--- src/rtl/bubble_move_gen.sv ---
// Single-bubble motion engine: fixed-point position/velocity with wall, floor and
// ceiling rebounds, pause, and split/pop events carrying child launch data.
module bubble_move_gen #(
    parameter int unsigned FRAME_W     = 640,
    parameter int unsigned FRAME_H     = 480,
    parameter int unsigned FRAC_BITS   = 6,
    parameter int unsigned OBJECT_SIZE = 8,
    parameter int unsigned MAX_SIZE    = 4,
    parameter int unsigned X_SPEED     = 115,
    parameter int unsigned Y_ACCEL     = 2,
    parameter int unsigned BOUNCE_BASE = 320,
    parameter int unsigned BOUNCE_STEP = 64
) (
    input  logic        clk,
    input  logic        reset,
    input  logic        startOfFrame,
    input  logic        start,
    input  logic [2:0]  size,
    input  logic        direction,
    input  logic [10:0] startTopX,
    input  logic [10:0] startTopY,
    input  logic        pause,
    input  logic        Hit,
    output logic [10:0] topLeftX,
    output logic [10:0] topLeftY,
    output logic [2:0]  size_out,
    output logic        active,
    output logic        split,
    output logic        pop,
    output logic [2:0]  child_size,
    output logic [10:0] child_x,
    output logic [10:0] child_y
);

    localparam int unsigned PW = 12 + FRAC_BITS;
    localparam int unsigned EW = PW + 2;
    localparam int unsigned M  = 1 << FRAC_BITS;

    localparam logic signed [PW-1:0] IDLE_POS  = PW'(0) - PW'(M);
    localparam logic signed [EW-1:0] FRAME_W_S = EW'(FRAME_W * M);
    localparam logic signed [EW-1:0] FRAME_H_S = EW'(FRAME_H * M);
    localparam logic signed [15:0]   VX_INIT   = 16'(X_SPEED);
    localparam logic signed [15:0]   VY_ACC    = 16'(Y_ACCEL);
    localparam logic [2:0]           SZ_MAX    = 3'(MAX_SIZE);

    typedef enum logic [1:0] {
        S_IDLE = 2'd0,
        S_LOAD = 2'd1,
        S_MOVE = 2'd2
    } state_t;

    state_t                state_q, state_d;
    logic signed [PW-1:0]  x_q, x_d, y_q, y_d;
    logic signed [15:0]    vx_q, vx_d, vy_q, vy_d;
    logic [2:0]            sz_q, sz_d;
    logic [2:0]            child_size_q, child_size_d;
    logic [10:0]           child_x_q, child_x_d, child_y_q, child_y_d;

    logic signed [EW-1:0]  w, nx, ny;
    logic signed [15:0]    bounce;
    logic                  hit_ok, nx_le0, ny_le0, vx_neg, vx_pos, vy_neg, vy_pos;

    assign topLeftX = x_q[FRAC_BITS +: 11];
    assign topLeftY = y_q[FRAC_BITS +: 11];

    // Next-state and motion arithmetic; collisions pre-empt gravity on a frame.
    always_comb begin
        w      = EW'((OBJECT_SIZE << sz_q) * M);
        nx     = EW'(x_q) + EW'(vx_q);
        ny     = EW'(y_q) + EW'(vy_q);
        bounce = 16'(BOUNCE_BASE + 32'(sz_q) * BOUNCE_STEP);
        hit_ok = (state_q == S_MOVE) && Hit;
        nx_le0 = nx[EW-1] || (nx == '0);
        ny_le0 = ny[EW-1] || (ny == '0);
        vx_neg = vx_q[15];
        vx_pos = !vx_q[15] && (vx_q != '0);
        vy_neg = vy_q[15];
        vy_pos = !vy_q[15] && (vy_q != '0);

        state_d      = state_q;
        x_d          = x_q;
        y_d          = y_q;
        vx_d         = vx_q;
        vy_d         = vy_q;
        sz_d         = sz_q;
        child_size_d = child_size_q;
        child_x_d    = child_x_q;
        child_y_d    = child_y_q;

        case (state_q)
            S_IDLE: begin
                if (start) begin
                    state_d = S_LOAD;
                    x_d     = PW'({startTopX, {FRAC_BITS{1'b0}}});
                    y_d     = PW'({startTopY, {FRAC_BITS{1'b0}}});
                    vx_d    = direction ? VX_INIT : -VX_INIT;
                    vy_d    = '0;
                    sz_d    = (size > SZ_MAX) ? SZ_MAX : size;
                end
            end
            S_LOAD: state_d = S_MOVE;
            S_MOVE: begin
                if (Hit) begin
                    state_d      = S_IDLE;
                    x_d          = IDLE_POS;
                    y_d          = IDLE_POS;
                    vx_d         = VX_INIT;
                    vy_d         = '0;
                    sz_d         = '0;
                    child_size_d = sz_q - 3'd1;
                    child_x_d    = topLeftX;
                    child_y_d    = topLeftY;
                end else if (startOfFrame && !pause) begin
                    if (nx_le0 && vx_neg) begin
                        x_d  = '0;
                        vx_d = -vx_q;
                    end else if (((nx + w) >= FRAME_W_S) && vx_pos) begin
                        x_d  = PW'(FRAME_W_S - w);
                        vx_d = -vx_q;
                    end else begin
                        x_d  = PW'(nx);
                    end

                    if (((ny + w) >= FRAME_H_S) && vy_pos) begin
                        y_d  = PW'(FRAME_H_S - w);
                        vy_d = -bounce;
                    end else if (ny_le0 && vy_neg) begin
                        y_d  = '0;
                        vy_d = -vy_q;
                    end else begin
                        y_d  = PW'(ny);
                        vy_d = vy_q + VY_ACC;
                    end
                end
            end
            default: state_d = S_IDLE;
        endcase
    end

    always_ff @(posedge clk or posedge reset) begin
        if (reset) begin
            state_q      <= S_IDLE;
            x_q          <= IDLE_POS;
            y_q          <= IDLE_POS;
            vx_q         <= VX_INIT;
            vy_q         <= '0;
            sz_q         <= '0;
            child_size_q <= '0;
            child_x_q    <= '0;
            child_y_q    <= '0;
        end else begin
            state_q      <= state_d;
            x_q          <= x_d;
            y_q          <= y_d;
            vx_q         <= vx_d;
            vy_q         <= vy_d;
            sz_q         <= sz_d;
            child_size_q <= child_size_d;
            child_x_q    <= child_x_d;
            child_y_q    <= child_y_d;
        end
    end

    assign size_out   = sz_q;
    assign active     = (state_q == S_MOVE);
    assign split      = hit_ok && (sz_q != 3'd0);
    assign pop        = hit_ok && (sz_q == 3'd0);
    assign child_size = child_size_q;
    assign child_x    = child_x_q;
    assign child_y    = child_y_q;

endmodule

--- config.mk ---
export PLATFORM = sky130hd
export DESIGN_NAME = bubble_move_gen
export DESIGN_NICKNAME = d
export VERILOG_FILES = /design/src/rtl/bubble_move_gen.sv
export SDC_FILE = /design/constraint.sdc
export NUM_CORES = 1
export LEC_CHECK = 0
export ABC_AREA = 1
export BUFFER_PORTS_ARGS = -buffer_cell sky130_fd_sc_hd__buf_2
export CORE_MARGIN = 8
export CORE_UTILIZATION = 62
export CTS_CLUSTER_SIZE = 40
export DETAILED_ROUTE_END_ITERATION = 7
export PLACE_DENSITY = 0.92
export SLEW_MARGIN = 0
export SYNTH_ARGS = -nofsm -noshare
export SYNTH_HDL_FRONTEND = slang
export SYNTH_SLANG_ARGS = --single-unit
--- constraint.sdc ---
create_clock -name clk -period 4.4 [get_ports clk]
set_input_delay 0.66 -clock clk [delete_from_list [all_inputs] [get_ports clk]]
set_output_delay 0.66 -clock clk [all_outputs]
set_load 0.05 [all_outputs]
* Word-level counts from Yosys, hierarchy flattened
Index checks and enable logic that the tools add are counted.
** Word-level totals
- Input bits :: 32
- Output and inout port bits :: 53
- Bits in registers :: 98
- Word-level logic and storage cells :: 91
** Cells by class
- Eq/ne operators :: 6
- Order comparisons :: 3
- Reductions and logical operators :: 28
- Shift operators :: 1
- Add/sub/neg operators :: 12
- Multiplexer cells :: 32
** Operator list (number)
- 18-bit 2-to-1 mux :: 10
- 16-bit 2-to-1 mux :: 11
- 18-bit one-hot mux with 2 select lines :: 2
- 16-bit one-hot mux with 2 select lines :: 2
- 19-bit by 20-bit adder with 20-bit output :: 2
- 20-bit logical NOT :: 2
- 18-bit by 16-bit adder with 19-bit output :: 2
- 16-bit negation :: 2
- 16-bit nonzero test :: 2
- 20-bit by 16-bit >= comparator with 1-bit output (second input constant) :: 1
- 20-bit by 17-bit >= comparator with 1-bit output (second input constant) :: 1
- 16-bit by 18-bit subtractor with 18-bit output (first input constant) :: 1
- 17-bit by 18-bit subtractor with 18-bit output (first input constant) :: 1
- 16-bit by 3-bit adder with 16-bit output (second input constant) :: 1
- 10-bit negation with 16-bit output :: 1
- 4-bit by 3-bit << shifter with 14-bit output (first input constant) :: 1
- 9-bit by 9-bit adder with 10-bit output (first input constant) :: 1
- 1-bit logical AND :: 10
- 3-bit 2-to-1 mux :: 3
- 2-bit one-hot mux with 3 select lines :: 1
- 3-bit one-hot mux with 2 select lines :: 1
- 3-bit AND reduction :: 2
- 2-bit 2-to-1 mux :: 2
- 2-bit inequality test (second input constant) :: 2
- 14 further kinds :: 18

* Depth between registers and ports, before layout
Gate-level depths: netlist of run 1.
- Depth in word-level cells :: 9
- Gate-level depth with buffers :: 29
- Gate-level depth less buffers :: 29

* Least setup slack after synthesis of run 1
No wires, ideal clock.
- Path kind :: register to register
- From :: register vy_q[2]
- To :: register vy_q[1]
- Library setup time :: 113 ps
- Path buffers :: 0
- Path slack :: 888 ps
- Data required time :: 4287 ps
- Clock period less this slack :: 3512 ps
- Stages on the path, launching flop included :: 30
- Arrival time :: 3400 ps
- Path through :: dfrtp_1 > ha_1 > nand2_1 > nand2_2 > nand2_1 > nand2_1 > nand2_1 > nand2_1 > xor2_1 > inv_1 > ha_1 > fa_1 > nand3_1 > nand2_1 > nand2_1 > nand2_1 > a21oi_1 > nor2_1 > nor2_1 > nor2_1 > nand2_1 > nand3_1 > nand2_1 > nand2_2 > nand2_1 > inv_2 > nand2_1 > nand2_1 > nand2_1 > inv_1
** On the way
- Word-level cells in the longest chain between the ends :: 9
- Elaborated cells on any way between the ends :: 14
- Those cells by class :: 2 x add/sub; 1 x order compare; 5 x mux; 6 x reduce/logical
** RTL lines
- start: declaration :: RTL line 54 : logic signed [15:0] vx_q, vx_d, vy_q, vy_d;
- start signal: assignment :: RTL line 156 : vy_q <= vy_d;
- parallel branches: the longest is 5 deep, another holds 19-bit by 20-bit adder with 20-bit output
- 16-bit 2-to-1 mux (*) :: RTL line 124 : if (((ny + w) >= FRAME_H_S) && vy_pos) begin
- 16-bit 2-to-1 mux (*) :: RTL line 113 : end else if (startOfFrame && !pause) begin
- 16-bit 2-to-1 mux (*) :: RTL line 103 : if (Hit) begin
- 16-bit one-hot mux with 2 select lines (*) :: RTL line 90 : case (state_q)
Mark *: on every way between the ends. The select of a mux whose other input is x is not followed.
A chain may end at the register's enable or synchronous reset.

* Final worst setup path of run 1
- From :: register vy_q[3]
- To :: register vy_q[1]
The elaborated chain is that of the path after synthesis.

==> results of run 1 <==
-- timing repair --
action                     in CTS  in global routing
hold buffers                    0                  0
resized for setup               0                  7
setup endpoints to repair       0                 35
setup buffers                   0                  2
-- cell type report --
| class | count | area (um^2) | area share (%) |
|---|---|---|---|
| inverter | 199 | 749.5 | 7.410 |
| sequential | 97 | 2464 | 24.36 |
| clock buffer | 13 | 240.2 | 2.375 |
| multi-input combinational | 1089 | 5812 | 57.46 |
| tap | 184 | 230.2 | 2.276 |
| clock inverter | 3 | 43.79 | 0.4330 |
| timing repair buffer | 103 | 575.6 | 5.690 |
-- final timing paths --
check	startpoint	endpoint	slack [ns]	depth (start not counted)
setup / recovery	vy_q[3]$_DFFE_PP0P_	vy_q[1]$_DFFE_PP0P_	0.27	29
max in group asynchronous	reset	y_q[7]$_DFFE_PP1P_	2.90	3
setup reg to reg	vy_q[3]$_DFFE_PP0P_	vy_q[1]$_DFFE_PP0P_	0.27	29
min in group asynchronous	reset	state_q[1]$_DFFE_PP0P_	0.49	2
hold / removal	child_size[2]$_DFFE_PP0P_	child_size[2]$_DFFE_PP0P_	0.48	2
hold reg to reg	child_size[2]$_DFFE_PP0P_	child_size[2]$_DFFE_PP0P_	0.48	2
-- metal layers --
| layer | vias up | share of wire [%] | global-route usage [%] |
|---|---|---|---|
| met2 | 383 | 44 | 42.11 |
| met4 | 0 | 1.6 | 7.437 |
| li1 | 4660 | - | - |
| met1 | 4336 | 45 | 37.81 |
| met3 | 33 | 9.1 | 5.582 |
| met5 | - | 0 | 0 |
-- cell families (layout without fill, tap and decap cells) --
kind of cell               count (synthesis)  after routing  synth area share, %
AOI/OAI and AO/OA                        108            108                6.238
xor gates and xnor gates                  55             55                5.187
adders and majority gates                 69             69                9.539
buffers and inverters                    255            318                11.52
DFF                                       97             97                26.53
muxes                                     20             20                2.425
and+or+nand+nor                          836            837                38.56
-- tightest hold or removal path, cell delays in order (launching register included) --
cell	delay, ns
dfrtp_1	0.34
nand2_1	0.05
o21ai_0	0.06
-- layout by cell type (no fill, tap or decap), drive strengths merged, types with 20 or more instances in the layout --
cell / count
nand2: 486
inv: 198
nand3: 153
nor2: 137
buf: 103
dfrtp: 68
ha: 66
o21ai: 60
xor2: 38
a21oi: 36
dfstp: 29
nor3: 21
nand4: 20
mux2: 20
-- registers in the layout, indices dropped and copies added, names as in the netlist --
register,count
vx_q,16
size_out,3
child_y,11
x_q,18
child_size,3
vy_q,15
state_q,2
child_x,11
y_q,18
-- per-stage QoR --
step,setup TNS (ns),area [um^2]
after floorplan,0,9286
after global placement,0,9751
after detailed placement,0,9751
after CTS,0,10030
after global routing,-0.1594,10110
final,0,10110
==> impl_metrics.toml, run 1 <==
[min_path]
hold_path.class = "reg -> reg"

[sta]
rsz0062_at_grt = "true"
final_hold_viol_count = 0
skew_ns = 0.008918
worst_pin_slew_ns = 0.9576
finalSetupViolCount = 0
finalCriticalPeriod_ns = 4.130
maxSlewViolCount = 0
fmax_ghz = 0.2421
slew_headroom_pct = 35.93
finalWorstSetupSlack_ns = 0.2698
fin_crit_sh_pct = 93.87
hold_ws_ns = 0.4804

[cts]
cts_tree = "yes"
cts_sinks = 97
numCtsBuffers = 9
cts_max_path_buffers = 2
clk_latency_ns = 0.36
clk_pin_slew_ns = 0.07
clock-root-buffer = "clkbuf_16"
cts_max_level = 3

[worst_setup_path]
crit_top_cell = "nand2_1"
cp_data_required_time_ns = 4.65
crit_path_top_delay_cell = "dfrtp_1"
worstPathBufferInverterCount = 4
critical-path-top-delay-family = "simple AND/OR/NAND/NOR gates"
cp_max_fo = 8
cpPeakStageDelay_ns = 0.48
worstSetupPathType = "reg -> reg"
cp.arrival_ns = 4.38
endpoint_kind = "flip-flop"
start_kind = "flip-flop"

[floorplan]
die_y_um = 138.4
pin_count = 85
die-width_um = 138.4
rows = 44
initial_core_util_pct = 63.65
die_area_mm2 = 0.01915
core_area_mm2 = 0.01459

[synth]
yosysMostFrequentCell = "nand2_1"
synth_nets = 1541
synthTopCellsByCount = "465 x nand2_1, 190 x inv_1, 152 x nand3_1"
yosys_warnings = 0
synth-seq-area-share_pct = 26.53
synth_top_area_cell = "nand2_1"
synth_ff_type = "dfrtp_1"
synth_edf_count = 0
synth_area_leaders = "nand2_1 19%, dfrtp_1 18%, ha_1 8.9%, dfstp_2 8.2%, nand3_1 8.2%"
synth_cell_types = 43
syn_inst = 1440
avgSynthCellArea_um2 = 6.449
ys_seq_elements = 97
yosysTopAreaCellShare_pct = 18.80
synth_area_mm2 = 0.009286
synth-async-reset-ratio_pct = 100.0

[detailed_routing]
detail_route.vias_per_cell = 5.576
avgRoutedWirePerCell_um = 15.89
wl_um = 26830
ant_nets = 0
drt_pass1_iterations = 6
via_count = 9412
drt_iter0_markers = 973
route.detailed.drc = 0

[placed_design]
place_ws_ns = 0.2062
io_buffers = 84
dpl.hpwl_um = 20460
dp_cells = 1669
gp_congestion = 0.9559

[cells_and_area]
nFillCells = 1284
diodes = 0
drive_above_1_share_pct = 13.96
postLayoutCoreUtil_pct = 69.33
final_nets = 1600
layout.cells.non_filler = 1688
syn_to_final_growth_pct = 8.919

[grt]
antenna_found_initial = 0
grt_pass1_vias = 8790
grt_usage_pct = 27.27
grt_max_degree = 66
grt_pass1_wl_um = 43800
grt_overflow = 0

[run]
cap_violations = 0

[status]
outcome = "completed"
Power of run 1 is left out: the tool's default activity adds up to more than one toggle a clock period on the data nets, which glitch-free logic cannot reach.
==> run 2: changes to the inputs <==
CELL_PAD_IN_SITES_DETAIL_PLACEMENT = 1   (was default)
CELL_PAD_IN_SITES_GLOBAL_PLACEMENT = 2   (was default)
CORE_UTILIZATION = 36   (was 62)
PLACE_DENSITY = 0.95   (was 0.92)
clock period = 5 ns   (was 4.4 ns; I/O delays follow)
==> run 2 against run 1 <==
Final cell count increased by 8.1%. First-iteration DRC count fell by 47%. Critical path depth did not move. Critical endpoint unchanged. Clock skew grew 0.0011 ns. Highest routed layer unchanged. Global-route usage fell by 6.2 points.
==> impl_metrics.toml, run 2 (synthesis gave the netlist of run 1 again) <==
[placed_design]
place_ws_ns = 0.3279
dpl.hpwl_um = 25760
gp_congestion = 0.8990
io_buffers = 84
postPlaceCellArea_mm2 = 0.009891

[floorplan]
die_area_mm2 = 0.03119
die-width_um = 176.6
rows = 58
die_y_um = 176.6
core_area_mm2 = 0.02525
initial_core_util_pct = 36.77
pin_count = 85

[worst_setup_path]
crit_path_top_delay_cell = "dfrtp_1"
startpoint = "vy_q[3]$_DFFE_PP0P_"
cpPeakStageDelay_ns = 0.48
endpoint_kind = "flip-flop"
start_kind = "flip-flop"
crit_top_cell = "nand2_1"
cp_data_required_time_ns = 5.26
rr_startpoint = "vy_q[3]$_DFFE_PP0P_"
cp_max_fo = 12
worstSetupPathType = "reg -> reg"
cp.arrival_ns = 4.75

[sta]
slew_headroom_pct = 40.23
rsz0062_at_grt = "false"
finalSetupViolCount = 0
finalCriticalPeriod_ns = 4.488
fin_crit_sh_pct = 89.76
maxSlewViolCount = 0
fmax_ghz = 0.2228
skew_ns = 0.01002
worst_pin_slew_ns = 0.8934
final.setup.tns_ns = 0
finalWorstSetupSlack_ns = 0.5121
final_hold_viol_count = 0

[grt]
grt_pass1_vias = 9720
antenna_found_initial = 0
grt_overflow = 0
grt_usage_pct = 21.04
grt_pass1_wl_um = 52900
grt_max_degree = 57

[cells_and_area]
postLayoutCoreUtil_pct = 40.42
drive_above_1_share_pct = 13.71
final_nets = 1591
multi_input_area_mm2 = 0.005769
nFillCells = 3403
final_area_mm2 = 0.01021
syn_to_final_growth_pct = 9.917
top_regs = "x_q (18), y_q (18), vx_q (16)"
layout_commonest_cell = "nand2_1"
regArea_mm2 = 0.002464
diodes = 0
final_cell_mix = "462 x nand2_1, 189 x inv_1, 152 x nand3_1"

[detailed_routing]
drt_pass1_iterations = 5
drt_iter0_markers = 515
wl_um = 32360
ant_nets = 0
via_count = 9358
avgRoutedWirePerCell_um = 17.73
detail_route.vias_per_cell = 5.128
route.detailed.drc = 0

[status]
outcome = "completed"

[cts]
cts_max_level = 3
clk_latency_ns = 0.37
clock-root-buffer = "clkbuf_16"
numCtsBuffers = 9
postCtsHoldBufs = 0
cts_tree = "yes"
clk_pin_slew_ns = 0.08
cts_max_path_buffers = 2
cts_sinks = 97

[run]
cap_violations = 0

[min_path]
hold_path.class = "reg -> reg"
hp-start = "child_size[2]$_DFFE_PP0P_"
run 2: cell types whose count changed in the layout (fill, tap and decap cells not counted):
cell / change
nand2_1: -2
clkbuf_1: -4
nand3_1: +2
nand2_8: -3
nand3_2: -2
inv_6: +2
inv_8: +2
nand2_4: +2
buf_4: -7
nand2_2: +2
buf_12: -1
run 2: area by class of cell:
cell class	instances	area share, %
sequential	97	24.14
clock inverter	7	0.8213
multi-input combinational	1088	56.52
timing repair buffer	95	4.928
tap	330	4.045
inverter	199	7.342
clock buffer	9	2.206
run 2: worst max-delay path, delay by kind of cell, from the launching register on:
kind	cells	cell delay (ns)
AOI/OAI and AO/OA	1	0.19
adders and majority gates	3	1.06
xor gates and xnor gates	1	0.20
buffers and inverters	4	0.27
and+or+nand+nor	20	2.17
DFF	1	0.48
run 2: path summary, 6_finish.rpt:
check / slack (ns) / depth (start not counted) / end
setup / recovery: 0.51 / 29 / vy_q[1]$_DFFE_PP0P_
hold / removal: 0.49 / 2 / child_size[2]$_DFFE_PP0P_
setup reg to reg: 0.51 / 29 / vy_q[1]$_DFFE_PP0P_
hold reg to reg: 0.49 / 2 / child_size[2]$_DFFE_PP0P_
max in group asynchronous: 3.39 / 3 / child_size[2]$_DFFE_PP0P_
min in group asynchronous: 0.52 / 2 / child_size[0]$_DFFE_PP0P_
run 2: stage by stage:
stage	hold WS (ns)	std cells
after floorplan	0.4505	1440
after global placement	0.4664	1809
after detailed placement	0.4771	1809
after CTS	0.4968	1825
after global routing	0.5122	1825
final	0.4921	1825
run 2: timing repair:
action                     CTS  global route
setup buffers                0             0
setup endpoints to repair    0             9
resized for setup            0             3
run 2: per-layer routing:
| layer | vias to the layer above | GRT usage (%) | part of all wire, % |
|---|---|---|---|
| li1 | 4632 | - | - |
| met1 | 4516 | 30.17 | 50 |
| met2 | 184 | 32.92 | 44 |
| met3 | 26 | 2.667 | 4.2 |
| met4 | 0 | 5.009 | 1.5 |
| met5 | - | 0 | 0 |
Power of run 2 is left out for the same reason.
